--- src/rtl/fixed_adder_arbiter.sv ---
// fixed_adder_arbiter: round-robin shared saturating add/sub with a registered, backpressured response
module fixed_adder_arbiter #(
  parameter int NREQ  = 4,
  parameter int W     = 32,
  parameter int CNT_W = 16
) (
  input  logic                    clk,
  input  logic                    rst_n,
  input  logic [NREQ-1:0]         req_valid_i,
  output logic [NREQ-1:0]         req_ready_o,
  input  logic [NREQ*W-1:0]       req_x_i,
  input  logic [NREQ*W-1:0]       req_y_i,
  input  logic [NREQ-1:0]         req_op_i,
  output logic                    rsp_valid_o,
  input  logic                    rsp_ready_i,
  output logic [$clog2(NREQ)-1:0] rsp_id_o,
  output logic [W-1:0]            rsp_z_o,
  output logic                    rsp_ov_o,
  output logic [CNT_W-1:0]        ov_count_o,
  input  logic                    ov_clear_i
);
  localparam int IW = $clog2(NREQ);
  typedef enum logic {EMPTY, FULL} state_t;
  state_t state_q;
  logic [IW-1:0] ptr_q, ptr_d, id_q, gnt_id;
  logic [IW:0] idx, nxt;
  logic [W-1:0] z_q, z_d, x, y;
  logic [W:0] ex;
  logic [CNT_W-1:0] cnt_q, cnt_d;
  logic ov_q, ov_d, op, found, out_free;
  assign out_free = state_q == EMPTY || rsp_ready_i;
  // First valid requester at or after ptr_q, wrapping; no grant while the response slot is busy
  always_comb begin
    found = 1'b0;
    gnt_id = ptr_q;
    idx = '0;
    for (int k = 0; k < NREQ; k++) begin
      idx = {1'b0, ptr_q} + (IW+1)'(k);
      idx = idx >= (IW+1)'(NREQ) ? idx - (IW+1)'(NREQ) : idx;
      if (!found && out_free && req_valid_i[idx[IW-1:0]]) begin
        found = 1'b1;
        gnt_id = idx[IW-1:0];
      end
    end
  end
  // One-hot grant and operand mux for the granted requester
  always_comb begin
    x = '0;
    y = '0;
    op = 1'b0;
    for (int i = 0; i < NREQ; i++) begin
      req_ready_o[i] = found && gnt_id == IW'(i);
      x = gnt_id == IW'(i) ? req_x_i[i*W +: W] : x;
      y = gnt_id == IW'(i) ? req_y_i[i*W +: W] : y;
      op = gnt_id == IW'(i) ? req_op_i[i] : op;
    end
  end
  // Exact W+1-bit result; top two bits differing means it does not fit and is clamped toward its sign
  always_comb begin
    ex = op ? {x[W-1], x} + {y[W-1], y} : {x[W-1], x} - {y[W-1], y};
    ov_d = ex[W] ^ ex[W-1];
    z_d = ov_d ? {ex[W], {(W-1){~ex[W]}}} : ex[W-1:0];
    nxt = {1'b0, gnt_id} + (IW+1)'(1);
    ptr_d = nxt == (IW+1)'(NREQ) ? '0 : nxt[IW-1:0];
    cnt_d = ov_clear_i ? '0 : (found && ov_d && !(&cnt_q)) ? cnt_q + CNT_W'(1) : cnt_q;
  end
  // Response FSM, round-robin pointer and overflow counter
  always_ff @(posedge clk or negedge rst_n) begin
    if (!rst_n) begin
      state_q <= EMPTY;
      ptr_q <= '0;
      id_q <= '0;
      z_q <= '0;
      ov_q <= 1'b0;
      cnt_q <= '0;
    end else begin
      cnt_q <= cnt_d;
      if (found) begin
        state_q <= FULL;
        ptr_q <= ptr_d;
        id_q <= gnt_id;
        z_q <= z_d;
        ov_q <= ov_d;
      end else if (rsp_ready_i) begin
        state_q <= EMPTY;
      end
    end
  end
  assign rsp_valid_o = state_q == FULL;
  assign rsp_id_o = id_q;
  assign rsp_z_o = z_q;
  assign rsp_ov_o = ov_q;
  assign ov_count_o = cnt_q;
endmodule

--- config.mk ---
export PLATFORM = sky130hd
export DESIGN_NAME = fixed_adder_arbiter
export DESIGN_NICKNAME = d
export VERILOG_FILES = /design/src/rtl/fixed_adder_arbiter.sv
export SDC_FILE = /design/constraint.sdc
export NUM_CORES = 1
export LEC_CHECK = 0
export BUFFER_PORTS_ARGS = -buffer_cell sky130_fd_sc_hd__buf_4
export CELL_PAD_IN_SITES_DETAIL_PLACEMENT = 1
export CELL_PAD_IN_SITES_GLOBAL_PLACEMENT = 1
export CORE_AREA = 2 2 145 147
export CTS_BUF_LIST = sky130_fd_sc_hd__clkbuf_8
export CTS_CLUSTER_SIZE = 30
export DETAILED_ROUTE_END_ITERATION = 6
export DIE_AREA = 0 0 147 149
export HOLD_SLACK_MARGIN = 0.06
export PLACE_DENSITY = 0.91
export SLEW_MARGIN = 20
export SYNTH_ARGS = -nofsm -noshare
export SYNTH_HDL_FRONTEND = slang
export SYNTH_SLANG_ARGS = --single-unit
--- constraint.sdc ---
create_clock -name clk -period 18.4 [get_ports clk]
set_clock_uncertainty 0.2 [all_clocks]
set_input_delay 3.68 -clock clk [delete_from_list [all_inputs] [get_ports clk]]
set_output_delay 3.68 -clock clk [all_outputs]
set_load 0.02 [all_outputs]
## Word level (Yosys, flattened, before mapping)

Cells that the tools add are included.

- Multiplexer cells: 39
- Order comparisons: 8
- Eq/ne operators: 4
- Reduce and logical (&&, ||, !) cells: 22
- Add/sub/neg operators: 11
- Bitwise operators: 3

Operators with widths:

| kind | count |
|---|---|
| 32-bit two-way mux | 9 |
| 32-bit by 32-bit adder with 33-bit output | 1 |
| 33-bit two-way mux | 1 |
| 32-bit by 32-bit subtractor with 33-bit output | 1 |
| 16-bit two-way mux | 2 |
| 2-bit two-way mux | 9 |
| 16-bit by 1-bit adder with 16-bit output, second input constant | 1 |
| 16-bit AND reduction | 1 |
| 1-bit two-way mux | 14 |
| 1-bit logical AND | 13 |
| 2-bit by 3-bit < comparator with 1-bit output, second input constant | 4 |
| 3-bit greater-or-equal comparator, second input constant | 3 |
| 1-bit binary-select mux with 2-bit select | 4 |
| 2-bit by 1-bit subtractor with 2-bit output, second input constant | 4 |
| 2-bit by 1-bit adder with 3-bit output, second input constant | 2 |
| 2-bit by 2-bit adder with 3-bit output, second input constant | 2 |
| 2-bit equality test, second input constant | 2 |
| 1-bit zero test | 4 |
| 2-bit nonzero test | 2 |
| 3-bit equality test, second input constant | 1 |
| 2-bit by 3-bit greater-or-equal comparator with 1-bit output, second input constant | 1 |
| 2-bit by 1-bit equality test with 1-bit output, second input constant | 1 |
| 2-bit zero test | 1 |
| 1-bit NOT | 2 |
| other kinds (2) | 2 |

- Word-level logic and storage cells: 93
- Bits of input ports: 268
- Bits in registers: 54
- Output and inout port bits: 56

## Logic depth before layout (Yosys ltp)

- Word-level depth: 30
- Gate-level depth with buffers: 36
- Gate-level depth less buffers: 31

## Worst setup path after synthesis

Ideal clock, no wire load.

- Kind: in2reg
- From: in req_valid_i[2]
- To: reg cnt_q[12] (netlist: ov_count_o[12])
- Arrival time: 10.531 ns
- Path buffers: 5
- Slack: 7.545 ns
- Setup time: 0.125 ns
- Required time: 18.075 ns
- Stages on the path: 31
- Path through: mux4_2 -> nand3_1 -> o22ai_1 -> xnor2_1 -> inv_1 -> ha_1 -> buf_6 -> inv_2 -> buf_1 -> clkbuf_1 -> clkbuf_1 -> mux2_2 -> inv_1 -> ha_1 -> nand2_1 -> nor3_1 -> nand2_1 -> o21ai_0 -> xor2_1 -> ha_1 -> clkbuf_1 -> and3_1 -> and3_1 -> inv_1 -> o311ai_1 -> o21ai_0 -> o31ai_1 -> xor2_1 -> xor3_2 -> nor4_1 -> mux2_2

- Cells in the longest elaborated chain, start to end: 27
- Elaborated cells between the ends (all ways): 49
- Those cells by class: 2 x add/sub; 3 x eq/ne; 29 x mux; 1 x bitwise; 14 x reduce/logical

Ends and longest elaborated chain:

| item | line | source |
|---|---|---|
| start: declaration | 9 | `input logic [NREQ-1:0] req_valid_i,` |
| 1-bit binary-select mux with 2-bit select | 40 | `if (!found && out_free && req_valid_i[idx[IW-1:0]]) begin` |
| 1-bit two-way mux (not written as such) | 40 |  |
| 1-bit logical AND | 40 |  |
| 1-bit two-way mux | 40 |  |
| 1-bit zero test | 40 |  |
| 1-bit logical AND (2 in series) | 40 |  |
| 1-bit two-way mux | 40 |  |
| 1-bit zero test | 40 |  |
| [7 not listed] | -- |  |
| named net gnt_id[1] | 25 | `logic [IW-1:0] ptr_q, ptr_d, id_q, gnt_id;` |
| 2-bit zero test | 53, 54, 55 |  |
| 32-bit two-way mux (on tied branches) (4 in series) | 53, 54 |  |
| 32-bit by 32-bit subtractor with 33-bit output or 32-bit by 32-bit adder with 33-bit output (tied branches) | 60 | `ex = op ? {x[W-1], x} + {y[W-1], y} : {x[W-1], x} - {y[W-1], y};` |
| 33-bit two-way mux (*) | 60 |  |
| 1-bit XOR (*) | 61 | `ov_d = ex[W] ^ ex[W-1];` |
| 1-bit logical AND (*) (2 in series) | 65 | `cnt_d = ov_clear_i ? '0 : (found && ov_d && !(&cnt_q)) ? cnt_q + CNT_W'(1) : cnt_q;` |
| 2-bit nonzero test (no source line) (*) | -- |  |
| end signal: assignment | 77 | `cnt_q <= cnt_d;` |
| end: declaration | 29 | `logic [CNT_W-1:0] cnt_q, cnt_d;` |

The timed path passes the listed nets; every way through them passes the cells marked *. The select of a mux whose other input is x is not followed.
A chain may end at the register's enable or synchronous reset.

## Worst setup path after layout

- From: in req_valid_i[1]
- To: reg z_q[24] (netlist: rsp_z_o[24])

- Cells in the longest elaborated chain, start to end: 25
- Elaborated cells between the ends (all ways): 48
- Those cells by class: 2 x add/sub; 3 x eq/ne; 30 x mux; 2 x bitwise; 11 x reduce/logical

Ends and longest elaborated chain:

| item | line | source |
|---|---|---|
| 1-bit binary-select mux with 2-bit select | 40 |  |
| 1-bit two-way mux (not written as such) | 40 |  |
| 1-bit logical AND | 40 |  |
| 1-bit two-way mux | 40 |  |
| 1-bit zero test | 40 |  |
| 1-bit logical AND (2 in series) | 40 |  |
| 1-bit two-way mux | 40 |  |
| 1-bit zero test | 40 |  |
| [6 not listed] | -- |  |
| 2-bit two-way mux (*) | 40 |  |
| named net gnt_id[0] | 25 |  |
| 2-bit zero test | 53, 54, 55 |  |
| 32-bit two-way mux (on tied branches) (4 in series) | 53, 54 |  |
| 32-bit by 32-bit subtractor with 33-bit output or 32-bit by 32-bit adder with 33-bit output (tied branches) | 60 |  |
| 33-bit two-way mux (*) | 60 |  |
| 1-bit XOR or 1-bit NOT (tied branches) | 61, 62 |  |
| 32-bit two-way mux (*) | 62 | `z_d = ov_d ? {ex[W], {(W-1){~ex[W]}}} : ex[W-1:0];` |
| end signal: assignment | 82 | `z_q <= z_d;` |
| end: declaration | 27 | `logic [W-1:0] z_q, z_d, x, y;` |

Marks and branches as above.

==> results.txt <==
The part of the cycle the worst path needs came out at 0.679. The global-route wire length before repair came out at 51.3 mm. In the routed layout, each cell is associated on average with a via count of 5.68. The core box area came out at 0.0206 mm^2. The worst reg2reg path depth came out at 26.

Summing every instance area after synthesis gives 0.00745 mm^2. The worst setup path is launched from an input pin. The worst hold path terminates at rsp_z_o[28]. The worst setup path is captured at a flip-flop. The source-to-sink clock delay at the later pin of the worst-skew pair came out at 0.31 ns. The floorplan step defined a die boundary enclosing 0.0219 mm^2. The critical path in this run is classified as input pin to flip-flop. The endpoint identified for the worst register-to-register timing path is rsp_z_o[24]. After detailed routing, the average wire length per cell comes to 20.3 um. The count of port buffers added during placement came out at 323.

The clock passes through at most 2 buffers. The number of distinct library cells after synthesis came out at 75. TritonCTS built the clock tree. The worst slew margin relative to its limit is 0.299. Counting every net in the synthesized netlist gives 1400. The critical-path maximum fanout is 89. The pin slew with the least headroom to its limit came out at 1.04 ns. The sum of net half-perimeters after detailed placement is 27.7 mm.

The most common cell after layout, fill and taps aside is sky130_fd_sc_hd__buf_4. The hold-critical path depth is 2. The number of flops mapped to enable cells by yosys is 0.

The number of antenna violations at the first check in global routing came to 1. The starting density of the core came out at 0.363. The maximum number of pins on one net before global-route repair is 90. The maximum level of the CTS H-tree came out at 2. The number of buffers inserted by hold repair at cts is 0. Yosys printed 0 warnings. The final number of hold-violating endpoints is 0. The sum of negative setup slack is 0 ns. The row count came out at 53.

The routability congestion estimate from global placement came out at 0.968. The chip width came out at 147 um. Summed over all layers, the global routing overflow is 0. Counting the buffers created by CTS gives 5. The gate count after technology mapping is 1093. The count of pins over their slew limit is 0. The clock period minus worst slack came out at 12.49 ns. For this run, the register share of the synthesized area comes to 0.181. The iteration-0 DRC count of the detailed router came out at 519. At the worst endpoint, the arrival time is 12.43 ns. Clock tree synthesis found a total of 54 sinks. The total track usage came out at 0.295.

The non-filler instance count after layout came out at 1636. Across the run, the number of max-cap violations was 0. The total of endpoints with negative setup slack in the final report is 0. The share of synthesized registers carrying an async set or reset is 1.00. The required arrival time at the worst endpoint is 18.34 ns. The DRC violations left came out at 0. The setup check on the worst reg-to-reg path leaves a slack of 8.79 ns.

Buffers added to address setup during post-CTS repair amount to 0. The first-pass detailed-route iteration total is 5. The routed wire length is 33.2 mm. The library cell used as clock root buffer is sky130_fd_sc_hd__clkbuf_8. Setup repair after global routing left no endpoint under its margin. The mean cell area of the mapped netlist came out at 6.82 um^2. For this block, the via count after detailed routing is 9285. After clock tree synthesis, the clock-pin slew on the worst setup and hold paths is 0.11 ns. The number of gates given a new drive strength after cts is 0.

In the synthesized netlist the dominant register cell turns out to be sky130_fd_sc_hd__dfrtp_1. The run finished with clean final reports. Leaving out fill and tap cells, the most frequent cells in the layout are 331 x sky130_fd_sc_hd__buf_4, 177 x sky130_fd_sc_hd__nand2_1, 150 x sky130_fd_sc_hd__a21oi_1. The top-level port count is 324. In this run, synthesis produced a sequential element count of 54.

The path class of the tightest hold or removal check is flip-flop to flip-flop. The startpoint identified for the worst hold timing path is rsp_z_o[28]. The source of the worst register-to-register timing path is ptr_q[0]. The height of the die came out at 149 um. The maximum clock frequency came out at 80.0 MHz. The fraction of layout cells with a size suffix above 1 is 0.274. The cell count after placement is 1627.

The number of nets still failing antenna checks after routing came out at 0. The number of global-route vias before repair is 9501. In the final design database the tool counted 1666 nets.

The area added between synthesis and finish is 35.8%.
## cell families (layout without fill, tap and decap cells)
group / Yosys count / count (layout) / synth area share
xor gates and xnor gates: 61 / 61 / 0.0757
other: 0 / 1 / 0
and+or+nand+nor: 419 / 419 / 0.264
buffers and inverters: 99 / 366 / 0.0557
AOI/OAI and AO/OA: 400 / 400 / 0.325
adders and majority gates: 40 / 40 / 0.0678
muxes: 20 / 20 / 0.0309
DFF: 54 / 54 / 0.181
## how the worst max path moves through the flow
stage                    from             end  slack, ns  depth (start not counted)
2_1_floorplan  req_valid_i[2]  ov_count_o[12]       7.54                         31
3_3_place_gp   req_valid_i[2]     rsp_z_o[23]       6.30                         27
3_5_place_dp   req_valid_i[1]     rsp_z_o[24]       5.71                         29
4_1_cts        req_valid_i[1]     rsp_z_o[24]       5.98                         27
5_1_grt        req_valid_i[1]     rsp_z_o[24]       4.92                         27
6_report       req_valid_i[1]     rsp_z_o[24]       5.91                         27
## synthesized netlist by cell type, drive strengths merged, types with 15 or more instances
cell / count / share of area
nor2: 105 / 0.053
xnor2: 36 / 0.042
nand2: 177 / 0.089
and2: 17 / 0.014
o21ai: 108 / 0.073
a31oi: 15 / 0.013
inv: 27 / 0.014
xor2: 23 / 0.027
clkbuf: 46 / 0.023
a21oi: 152 / 0.10
nor2b: 24 / 0.020
ha: 38 / 0.064
dfrtp: 54 / 0.18
buf: 26 / 0.019
nand3: 18 / 0.013
## layout make-up
cell class | count | area [um^2]
repair buffers | 331 | 2480
flip-flops and latches | 54 | 1350
well taps | 275 | 344
clock buffers | 5 | 68.8
clock inverters | 3 | 28.8
fillers | 2711 | 10400
multi-input cells | 940 | 5740
diodes | 1 | 2.50
inverters | 27 | 101
## per-stage QoR
| stage | instance area (um^2) | setup slack [ns] | util | hold slack, ns |
|---|---|---|---|---|
| after global placement | 10000 | 6.30 | 0.487 | 0.266 |
| after CTS | 10100 | 5.98 | 0.492 | 0.298 |
| after detailed placement | 10000 | 5.71 | 0.487 | 0.276 |
| final | 10100 | 5.91 | 0.492 | 0.293 |
| after floorplan | 7450 | 7.54 | - | 0.390 |
| after global routing | 10100 | 4.92 | 0.492 | 0.318 |
## flip-flops by register name, summed over array words and instances, names as in the netlist
name,flops
rsp_id_o,2
ptr_q,2
ov_count_o,16
rsp_ov_o,1
rsp_valid_o,1
rsp_z_o,32
## metal layers
metal / GRT usage / part of all wire / vias to the layer above
met2: 0.531 / 0.50 / 324
met4: 0.0995 / 0.035 / 0
met5: 0 / 0 / -
met3: 0.0654 / 0.071 / 72
li1: - / - / 4450
met1: 0.348 / 0.40 / 4439
## critical path, cell delays in order
cell                       delay [ns]
sky130_fd_sc_hd__buf_4           0.13
sky130_fd_sc_hd__nor2_1          0.14
sky130_fd_sc_hd__nand2_1         0.08
sky130_fd_sc_hd__o32ai_1         0.34
sky130_fd_sc_hd__nand3_1         0.15
sky130_fd_sc_hd__o21ai_0         0.12
sky130_fd_sc_hd__xor2_1          0.44
sky130_fd_sc_hd__ha_2            0.26
sky130_fd_sc_hd__buf_4           0.61
sky130_fd_sc_hd__inv_2           0.52
sky130_fd_sc_hd__o22a_1          0.35
sky130_fd_sc_hd__a222oi_1        0.65
sky130_fd_sc_hd__nand2_1         0.18
sky130_fd_sc_hd__nor3_1          0.45
sky130_fd_sc_hd__nand4_1         0.19
sky130_fd_sc_hd__o41ai_1         0.62
sky130_fd_sc_hd__o21ai_0         0.23
sky130_fd_sc_hd__xnor2_1         0.20
sky130_fd_sc_hd__ha_1            0.38
sky130_fd_sc_hd__a21oi_1         0.20
sky130_fd_sc_hd__and3b_1         0.20
sky130_fd_sc_hd__a21oi_1         0.08
sky130_fd_sc_hd__a211oi_1        0.66
sky130_fd_sc_hd__xor2_2          0.12
sky130_fd_sc_hd__buf_4           0.28
sky130_fd_sc_hd__o21ai_1         0.86
sky130_fd_sc_hd__o21ai_0         0.27
Power is not shown: default switching activity piles up to over one toggle a cycle in this logic, so the estimate is an artifact.
